$ cat src/rtl/gpr_sb.sv
// gpr_sb: register file with per-register busy scoreboard. Reads and rsv_ok are combinational, and every state update lands on the clk2 edge.
// There is no backpressure; a rejected reservation changes no state. Define GPR_SB_BYPASS_EN to enable same-cycle write-to-read forwarding.
module gpr_sb #(
  parameter int XLEN = 32,
  parameter int NREG = 32
) (
  input  logic            clk2,
  input  logic            rst_n,
  input  logic [$clog2(NREG)-1:0] rs1_addr,
  input  logic [$clog2(NREG)-1:0] rs2_addr,
  output logic [XLEN-1:0] rs1,
  output logic [XLEN-1:0] rs2,
  output logic            rs1_busy,
  output logic            rs2_busy,
  input  logic            wr_en,
  input  logic [$clog2(NREG)-1:0] wr_addr,
  input  logic [XLEN-1:0] wr_data,
  input  logic            rsv_en,
  input  logic [$clog2(NREG)-1:0] rsv_addr,
  output logic            rsv_ok,
  output logic [$clog2(NREG):0]   busy_cnt
);

  localparam int AW = $clog2(NREG);

  logic [XLEN-1:0] regs_q [NREG];
  logic [NREG-1:0] busy_q;
  logic [NREG-1:0] busy_d;
  logic [AW:0]     busy_cnt_q;
  logic [AW:0]     busy_cnt_d;

  logic            wr_fire;
  logic            rsv_fire;
  logic            cnt_inc;
  logic            cnt_dec;
  logic [XLEN-1:0] rs1_stored;
  logic [XLEN-1:0] rs2_stored;

  assign wr_fire  = wr_en && (wr_addr != '0);

  // A writeback to the requested register frees it in the same cycle.
  assign rsv_ok   = rsv_en && ((rsv_addr == '0) || !busy_q[rsv_addr] ||
                               (wr_en && (wr_addr == rsv_addr)));
  assign rsv_fire = rsv_ok && (rsv_addr != '0);

  always_comb begin
    busy_d = busy_q;
    if (wr_fire) busy_d[wr_addr] = 1'b0;
    if (rsv_fire) busy_d[rsv_addr] = 1'b1;
  end

  // Count tracks busy_d incrementally. A write and a reservation to the same busy register cancel out.
  assign cnt_inc    = rsv_fire && !busy_q[rsv_addr];
  assign cnt_dec    = wr_fire && busy_q[wr_addr] && !(rsv_fire && (rsv_addr == wr_addr));
  assign busy_cnt_d = busy_cnt_q + (AW+1)'(cnt_inc) - (AW+1)'(cnt_dec);

  always_ff @(posedge clk2 or negedge rst_n) begin
    if (!rst_n) begin
      for (int i = 0; i < NREG; i++) regs_q[i] <= '0;
    end else if (wr_fire) begin
      regs_q[wr_addr] <= wr_data;
    end
  end

  always_ff @(posedge clk2 or negedge rst_n) begin
    if (!rst_n) begin
      busy_q     <= '0;
      busy_cnt_q <= '0;
    end else begin
      busy_q     <= busy_d;
      busy_cnt_q <= busy_cnt_d;
    end
  end

  assign rs1_stored = (rs1_addr == '0) ? '0 : regs_q[rs1_addr];
  assign rs2_stored = (rs2_addr == '0) ? '0 : regs_q[rs2_addr];
  assign busy_cnt   = busy_cnt_q;

`ifdef GPR_SB_BYPASS_EN
  logic byp1;
  logic byp2;

  assign byp1     = wr_fire && (wr_addr == rs1_addr);
  assign byp2     = wr_fire && (wr_addr == rs2_addr);
  assign rs1      = byp1 ? wr_data : rs1_stored;
  assign rs2      = byp2 ? wr_data : rs2_stored;
  assign rs1_busy = byp1 ? 1'b0 : busy_q[rs1_addr];
  assign rs2_busy = byp2 ? 1'b0 : busy_q[rs2_addr];
`else
  assign rs1      = rs1_stored;
  assign rs2      = rs2_stored;
  assign rs1_busy = busy_q[rs1_addr];
  assign rs2_busy = busy_q[rs2_addr];
`endif

  a_cnt_matches : assert property (@(posedge clk2) disable iff (!rst_n)
    busy_cnt_q == (AW+1)'($countones(busy_q)));
  a_x0_idle : assert property (@(posedge clk2) disable iff (!rst_n) !busy_q[0]);

endmodule

$ cat config.mk
export PLATFORM = sky130hd
export DESIGN_NAME = gpr_sb
export DESIGN_NICKNAME = d
export VERILOG_FILES = /design/src/rtl/gpr_sb.sv
export SDC_FILE = /design/constraint.sdc
export NUM_CORES = 2
export LEC_CHECK = 0
export BUFFER_PORTS_ARGS = -buffer_cell sky130_fd_sc_hd__buf_2
export CAP_MARGIN = 30
export CORE_ASPECT_RATIO = 1.2
export CORE_MARGIN = 4
export CORE_UTILIZATION = 55
export DETAILED_ROUTE_END_ITERATION = 16
export HOLD_SLACK_MARGIN = 0.03
export PLACE_DENSITY = 0.71
export SLEW_MARGIN = 20
export SYNTH_ARGS = -nofsm -noshare
export SYNTH_HDL_FRONTEND = slang
export SYNTH_SLANG_ARGS = --single-unit
$ cat constraint.sdc
create_clock -name clk2 -period 6.4 [get_ports clk2]
set_input_delay 0.64 -clock clk2 [delete_from_list [all_inputs] [get_ports clk2]]
set_output_delay 0.64 -clock clk2 [all_outputs]
set_load 0.01 [all_outputs]
Word level (Yosys, flattened, before mapping)

Cells that the tools add are included.

$add $sub $neg: 2
Multiply operators: 0
Div/mod/pow operators: 0
$lt $le $gt $ge: 10
Equal/unequal tests: 2
Shift operators: 0
Mux-type cells: 25
Bitwise logic cells: 6
Reduce and logical (&&, ||, !) cells: 20

Operators with widths:

| operator                                                                             | number |
|---|---|
| 1024-bit bitwise mux                                                                 | 1 |
| 32-bit binary-select mux with 5-bit select                                           | 2 |
| 32-bit two-way mux                                                                   | 9 |
| 32-bit demux with 5-bit select                                                       | 1 |
| 32-bit bitwise AND                                                                   | 1 |
| 32-bit inverter                                                                      | 1 |
| 32-bit OR                                                                            | 1 |
| 5-bit by 6-bit < comparator with 1-bit output (second input constant)                | 4 |
| 1-bit binary-select mux with 5-bit select                                            | 4 |
| 6-bit greater-or-equal comparator (second input constant)                            | 3 |
| 5-bit inverter with 6-bit output                                                     | 3 |
| 5-bit logical NOT                                                                    | 3 |
| 1-bit logical AND                                                                    | 11 |
| 1-bit demux with 5-bit select                                                        | 2 |
| 5-bit == test                                                                        | 2 |
| 5-bit by 1-bit greater-or-equal comparator with 1-bit output (second input constant) | 2 |
| 5-bit nonzero test                                                                   | 2 |
| 6-bit by 1-bit adder with 6-bit output                                               | 1 |
| 6-bit by 1-bit < comparator with 1-bit output (second input constant)                | 1 |
| 1-bit two-way mux                                                                    | 6 |
| 6-bit by 1-bit subtractor with 6-bit output                                          | 1 |
| 1-bit logical NOT                                                                    | 2 |
| 1-bit logical OR                                                                     | 2 |

Bits in registers: 1062
Latch bits: 0
Bits in writable memories: 0
Bits in read-only memories: 0
Input bits: 56
Output and inout bits: 73
Word-level logic and storage cells: 99
Memories: 0

Depth between registers and ports, before layout

Depth in word-level cells: 11
Depth in mapped cells: 16

Least setup slack after synthesis

Ideal clock, no wire load.

Kind: in2reg
Start point: input rsv_addr[1]
End point: register busy_cnt_q[4] (netlist: busy_cnt[4])
Setup time: 0.080 ns
Data arrival time: 3.451 ns
Setup slack: 2.869 ns
Stages: 16
Path through: buf_6 buf_6 buf_6 mux2i_1 nor3_1 o41ai_4 o211ai_1 or2_1 ha_1 inv_1 ha_1 fa_1 a21oi_1 nor2_1 nor2_1 xnor2_1

Cells in the longest elaborated chain, start to end: 11

RTL lines:

| item                                                                            | line | RTL |
|---|---|---|
| from (decl)                                                                     | 19   | `input logic [$clog2(NREG)-1:0] rsv_addr,` |
| branches (longest 10 deep; another with 6-bit by 1-bit adder with 6-bit output) | --   |  |
| 6-bit by 1-bit subtractor with 6-bit output (*)                                 | 55   | `assign busy_cnt_d = busy_cnt_q + (AW+1)'(cnt_inc) - (AW+1)'(cnt_dec);` |
| via busy_cnt_d[4]                                                               | 30   | `logic [AW:0] busy_cnt_d;` |
| to (signal assigned)                                                            | 71   | `busy_cnt_q <= busy_cnt_d;` |
| to (decl)                                                                       | 29   | `logic [AW:0] busy_cnt_q;` |

Mark *: on every way through the listed nets, which the timed path passes. The select of a mux whose other input is x is not followed.
A chain may end at the register's enable or synchronous reset.

Final worst setup path

Start point: input rs1_addr[0]
End point: output rs1[4]

Cells in the longest elaborated chain, start to end: 5

RTL lines:

| item                                                   | line | RTL |
|---|---|---|
| from (decl)                                            | 9    | `input logic [$clog2(NREG)-1:0] rs1_addr,` |
| 5-bit inverter with 6-bit output (not written as such) | 75   | `assign rs1_stored = (rs1_addr == '0) ? '0 : regs_q[rs1_addr];` |
| 32-bit binary-select mux with 5-bit select             | 75   |  |
| 32-bit two-way mux (not written as such) (2 in a row)  | 75   |  |
| 32-bit two-way mux (*)                                 | 75   |  |
| to (decl)                                              | 11   | `output logic [XLEN-1:0] rs1,` |

Every way passes the cells marked *; elsewhere a longest branch is shown, timed or not. The select of a mux whose other input is x is not followed.

==> impl_metrics.csv <==
group,metric,value,unit
cts,cts_hold_buf,0,
cells_and_area,syn_to_final_growth,9.16,%
power_and_ir_drop,p_clk_share,32.3,%
placement,port_buffers,128,
power_and_ir_drop,intPower,14300,µW
setup_path,path_buf_inv,3,
setup_path,critPathMostFrequentCell,"mux4_2",
run_status,failed_checks,"hold timing",
grt,grt_antenna_before_repair,13,
route,wl,168000,µm
logic_synthesis,synth_top_family_by_area,"multiplexers",
route,drt_iter0_drc,3380,
timing,clock.fmax,246,MHz
route,wl_per_cell,33.6,µm
cts,cts_buffers,107,
min_path,hold_path_class,"in -> async",
route,drtAntennaViolNets,0,
logic_synthesis,ys_seq_area_share,46.4,%
run_status,status,"finished with violations",
setup_path,required,5.76,ns
power_and_ir_drop,swShare,27.6,%
setup_path,timing.rr.end,"busy_cnt[4]",
cts,cts_root_buf,"clkbuf_16",
logic_synthesis,synthTopCellsByArea,"dfrtp_1 (46%), mux4_2 (26%), mux2_2 (18%)",
grt,grtUsageTotal,31.4,%
grt,overflow,0,
logic_synthesis,synth_mux_area_share,46.0,%
logic_synthesis,ys_top_cells_by_count,"dfrtp_1 (1062), mux2_2 (939), mux4_2 (662)",
logic_synthesis,syn_area,57300,µm²
route,via_per_inst,6.96,
logic_synthesis,ys_warn_count,0,
logic_synthesis,yosys_most_used_dff,"dfrtp_1",
grt,grt_pass1_vias,37879,
logic_synthesis,syn-num-nets,3707,
logic_synthesis,avgSynthCellArea,15.7,µm²
grt,grt_pass1_wl,254000,µm
floorplanning,start_util,55.5,%
cts,cts.sinks,1062,
logic_synthesis,yosysMostFrequentCell,"dfrtp_1",
logic_synthesis,ys_async_sr_fraction,100,%
power_and_ir_drop,p_leak,0.0269,µW
floorplanning,num_rows,129,
setup_path,r2r-start,"busy_q[2]",
timing,setup_tns,0,ns
timing,hold_slack,-0.0276,ns
setup_path,worstPathArrival,3.43,ns
route,vias,34927,
timing,finalSetupViolations,0,
timing,slew_viol_final,0,
cells_and_area,nets,3615,
grt,grt_max_degree,188,
logic_synthesis,synth_top_cell_by_area,"dfrtp_1",
cts,cts_tree,"yes",
power_and_ir_drop,p_sw,5470,µW
floorplanning,design.core.area,103000,µm²
floorplanning,die_w,303,µm
floorplanning,io_pins,129,
timing,layout_worst_path_cycle_share,63.6,%
logic_synthesis,ys_types,60,
timing,rsz0062_at_grt,"no",
timing,hold_viol_final,11,
cts,cts_buffer_depth,3,
setup_path,crit_path_max_incr_delay,0.60,ns
power_and_ir_drop,power_density,316,nW/µm²
setup_path,cp-start-kind,"input port",
setup_path,critical_path.startpoint,"rs1_addr[0]",
setup_path,crit_path_max_fanout,66,
placement,hpwl,99300,µm
floorplanning,fp.dieH,362,µm
logic_synthesis,synth_xor_area_share,0.153,%
route,drtPass1Iterations,5,
logic_synthesis,ys_ff_latch,1062,
timing,slew_headroom,25.3,%
power_and_ir_drop,vdd_ir_drop_max,0.263,mV
cts,path_clk_slew,0.06,ns
power_and_ir_drop,seqPwrFrac,45.5,%
setup_path,critPathTopFamily,"buffers and inverters",
setup_path,endpoint_kind,"output pin",
power_and_ir_drop,p_total,19800,µW
timing,tightestPinTransition,1.12,ns
timing,finClkSkew,0.0152,ns
logic_synthesis,synthCells,3644,
floorplanning,design.die.area,109000,µm²
setup_path,slowest_stage,"buf_8",
route,drc,0,
cells_and_area,drive_gt1_share,55.9,%
setup_path,critPathKind,"in -> out",
flow_run,cap_violations,0,
timing,finalWorstPathRequiredPeriod,4.07,ns
logic_synthesis,synth_fa_ha_area_share,0.166,%
cts,insertion_delay,0.69,ns
setup_path,reg2reg_depth,13,
logic_synthesis,synth_enable_flop_cells,0,
power_and_ir_drop,p_comb_share,22.2,%
cts,cts_resized,0,
logic_synthesis,synthSimpleGateAreaFrac,2.02,%
cts,cts_setup_buffers,0,
cts,cts_htree_levels,3,
logic_synthesis,synth_compound_area_share,1.41,%
logic_synthesis,netlist.area_leader.share,46.4,%
setup_path,cp_cell_sequence,"buf_8 > buf_4 > mux4_2 > mux4_2 > nand2_1 > o21ai_1 > buf_2",
setup_path,r2r_slack,2.96,ns
placement,gp_congestion,0.895,
-- flip-flops by register name (all words and copies together), names as in the netlist --
signal / flops
busy_q: 32
regs_q: 1024
busy_cnt: 6
-- logic make-up (layout without fill, tap and decap cells) --
family | count (synthesis) | in the layout
adders and majority gates | 7 | 7
AOI/OAI and AO/OA | 133 | 133
xor gates and xnor gates | 10 | 10
buffers and inverters | 495 | 485
other | 0 | 7
muxes | 1683 | 1683
and+or+nand+nor | 254 | 254
DFF | 1062 | 1062
-- cell type report --
class	count	area, µm²
fill	7560	40700
multi-input combinational	2087	28700
sequential	1062	26600
clock buffer	159	3170
timing repair buffer	216	1720
tap	1375	1720
clock inverter	32	405
inverter	78	293
antenna	7	17.5
-- power groups by stage --
stage          Sequential, µW  Combinational, µW  Clock (µW)
3_5_place_dp             9100               4400           0
3_3_place_gp             8910               4240           0
2_1_floorplan            8720               3350           0
4_1_cts                  8980               4410        6490
5_1_grt                  9160               4710        6780
6_report                 9010               4390        6390
-- cell usage in the layout (no fill, tap or decap), types with 3 or more instances in the layout --
master	count
or2_2	4
nor3_1	8
mux4_2	662
bufinv_16	6
inv_1	78
mux2i_1	26
mux2_2	939
clkinvlp_4	3
clkbuf_8	28
nand2_1	125
clkbuf_1	23
nand3_1	7
o311ai_1	5
buf_2	119
xnor2_1	7
nand2_2	16
diode_2	7
nand3b_1	5
ha_1	6
buf_4	63
buf_8	5
nor3b_1	5
mux2_1	56
a21oi_1	4
o21ai_1	65
xor2_1	3
dfrtp_1	1062
clkbuf_16	108
buf_12	25
o21ai_0	31
nand2b_1	6
nor2_4	12
or3b_2	3
clkinv_2	16
nor2_1	43
o311ai_0	10
-- worst register-to-register path, cell delays in order (launching register included) --
cell      delay [ns]
dfrtp_1         0.43
mux2i_1         0.20
o32ai_1         0.12
nor3_1          0.58
o211ai_1        0.28
or2_1           0.30
ha_1            0.28
inv_1           0.04
ha_1            0.20
fa_1            0.45
a21oi_1         0.17
nor2_1          0.06
nor2_1          0.12
xnor2_1         0.13
-- how the worst max path moves through the flow --
stage / to / slack, ns / depth (start not counted)
after floorplan: busy_cnt[4] / 2.87 / 16
after global placement: busy_cnt[4] / 2.16 / 14
after detailed placement: busy_cnt[4] / 2.20 / 14
after CTS: rs2[24] / 2.23 / 7
after global routing: rs2[24] / 2.10 / 7
final: rs1[4] / 2.33 / 7
-- per-layer routing --
layer	vias up	GRT usage [%]	wire length, µm
li1	13843	-	-
met1	19105	42.9	65300
met2	1541	50.0	81500
met3	432	5.38	12600
met4	6	14.3	8850
met5	-	0	36
-- stage by stage --
stage / hold WS [ns] / instance area, µm² / cells / utilization, % / setup slack, ns
2_1_floorplan: 0.344 / 57300 / 3644 / - / 2.87
3_3_place_gp: 0.377 / 58800 / 4808 / 56.9 / 2.16
3_5_place_dp: 0.383 / 58900 / 4814 / 57.0 / 2.20
4_1_cts: 0.0545 / 62500 / 5005 / 60.5 / 2.23
5_1_grt: 0.0710 / 62600 / 5012 / 60.6 / 2.10
6_report: -0.0276 / 62600 / 5016 / 60.6 / 2.33
Power figures use the tool's default switching activity.
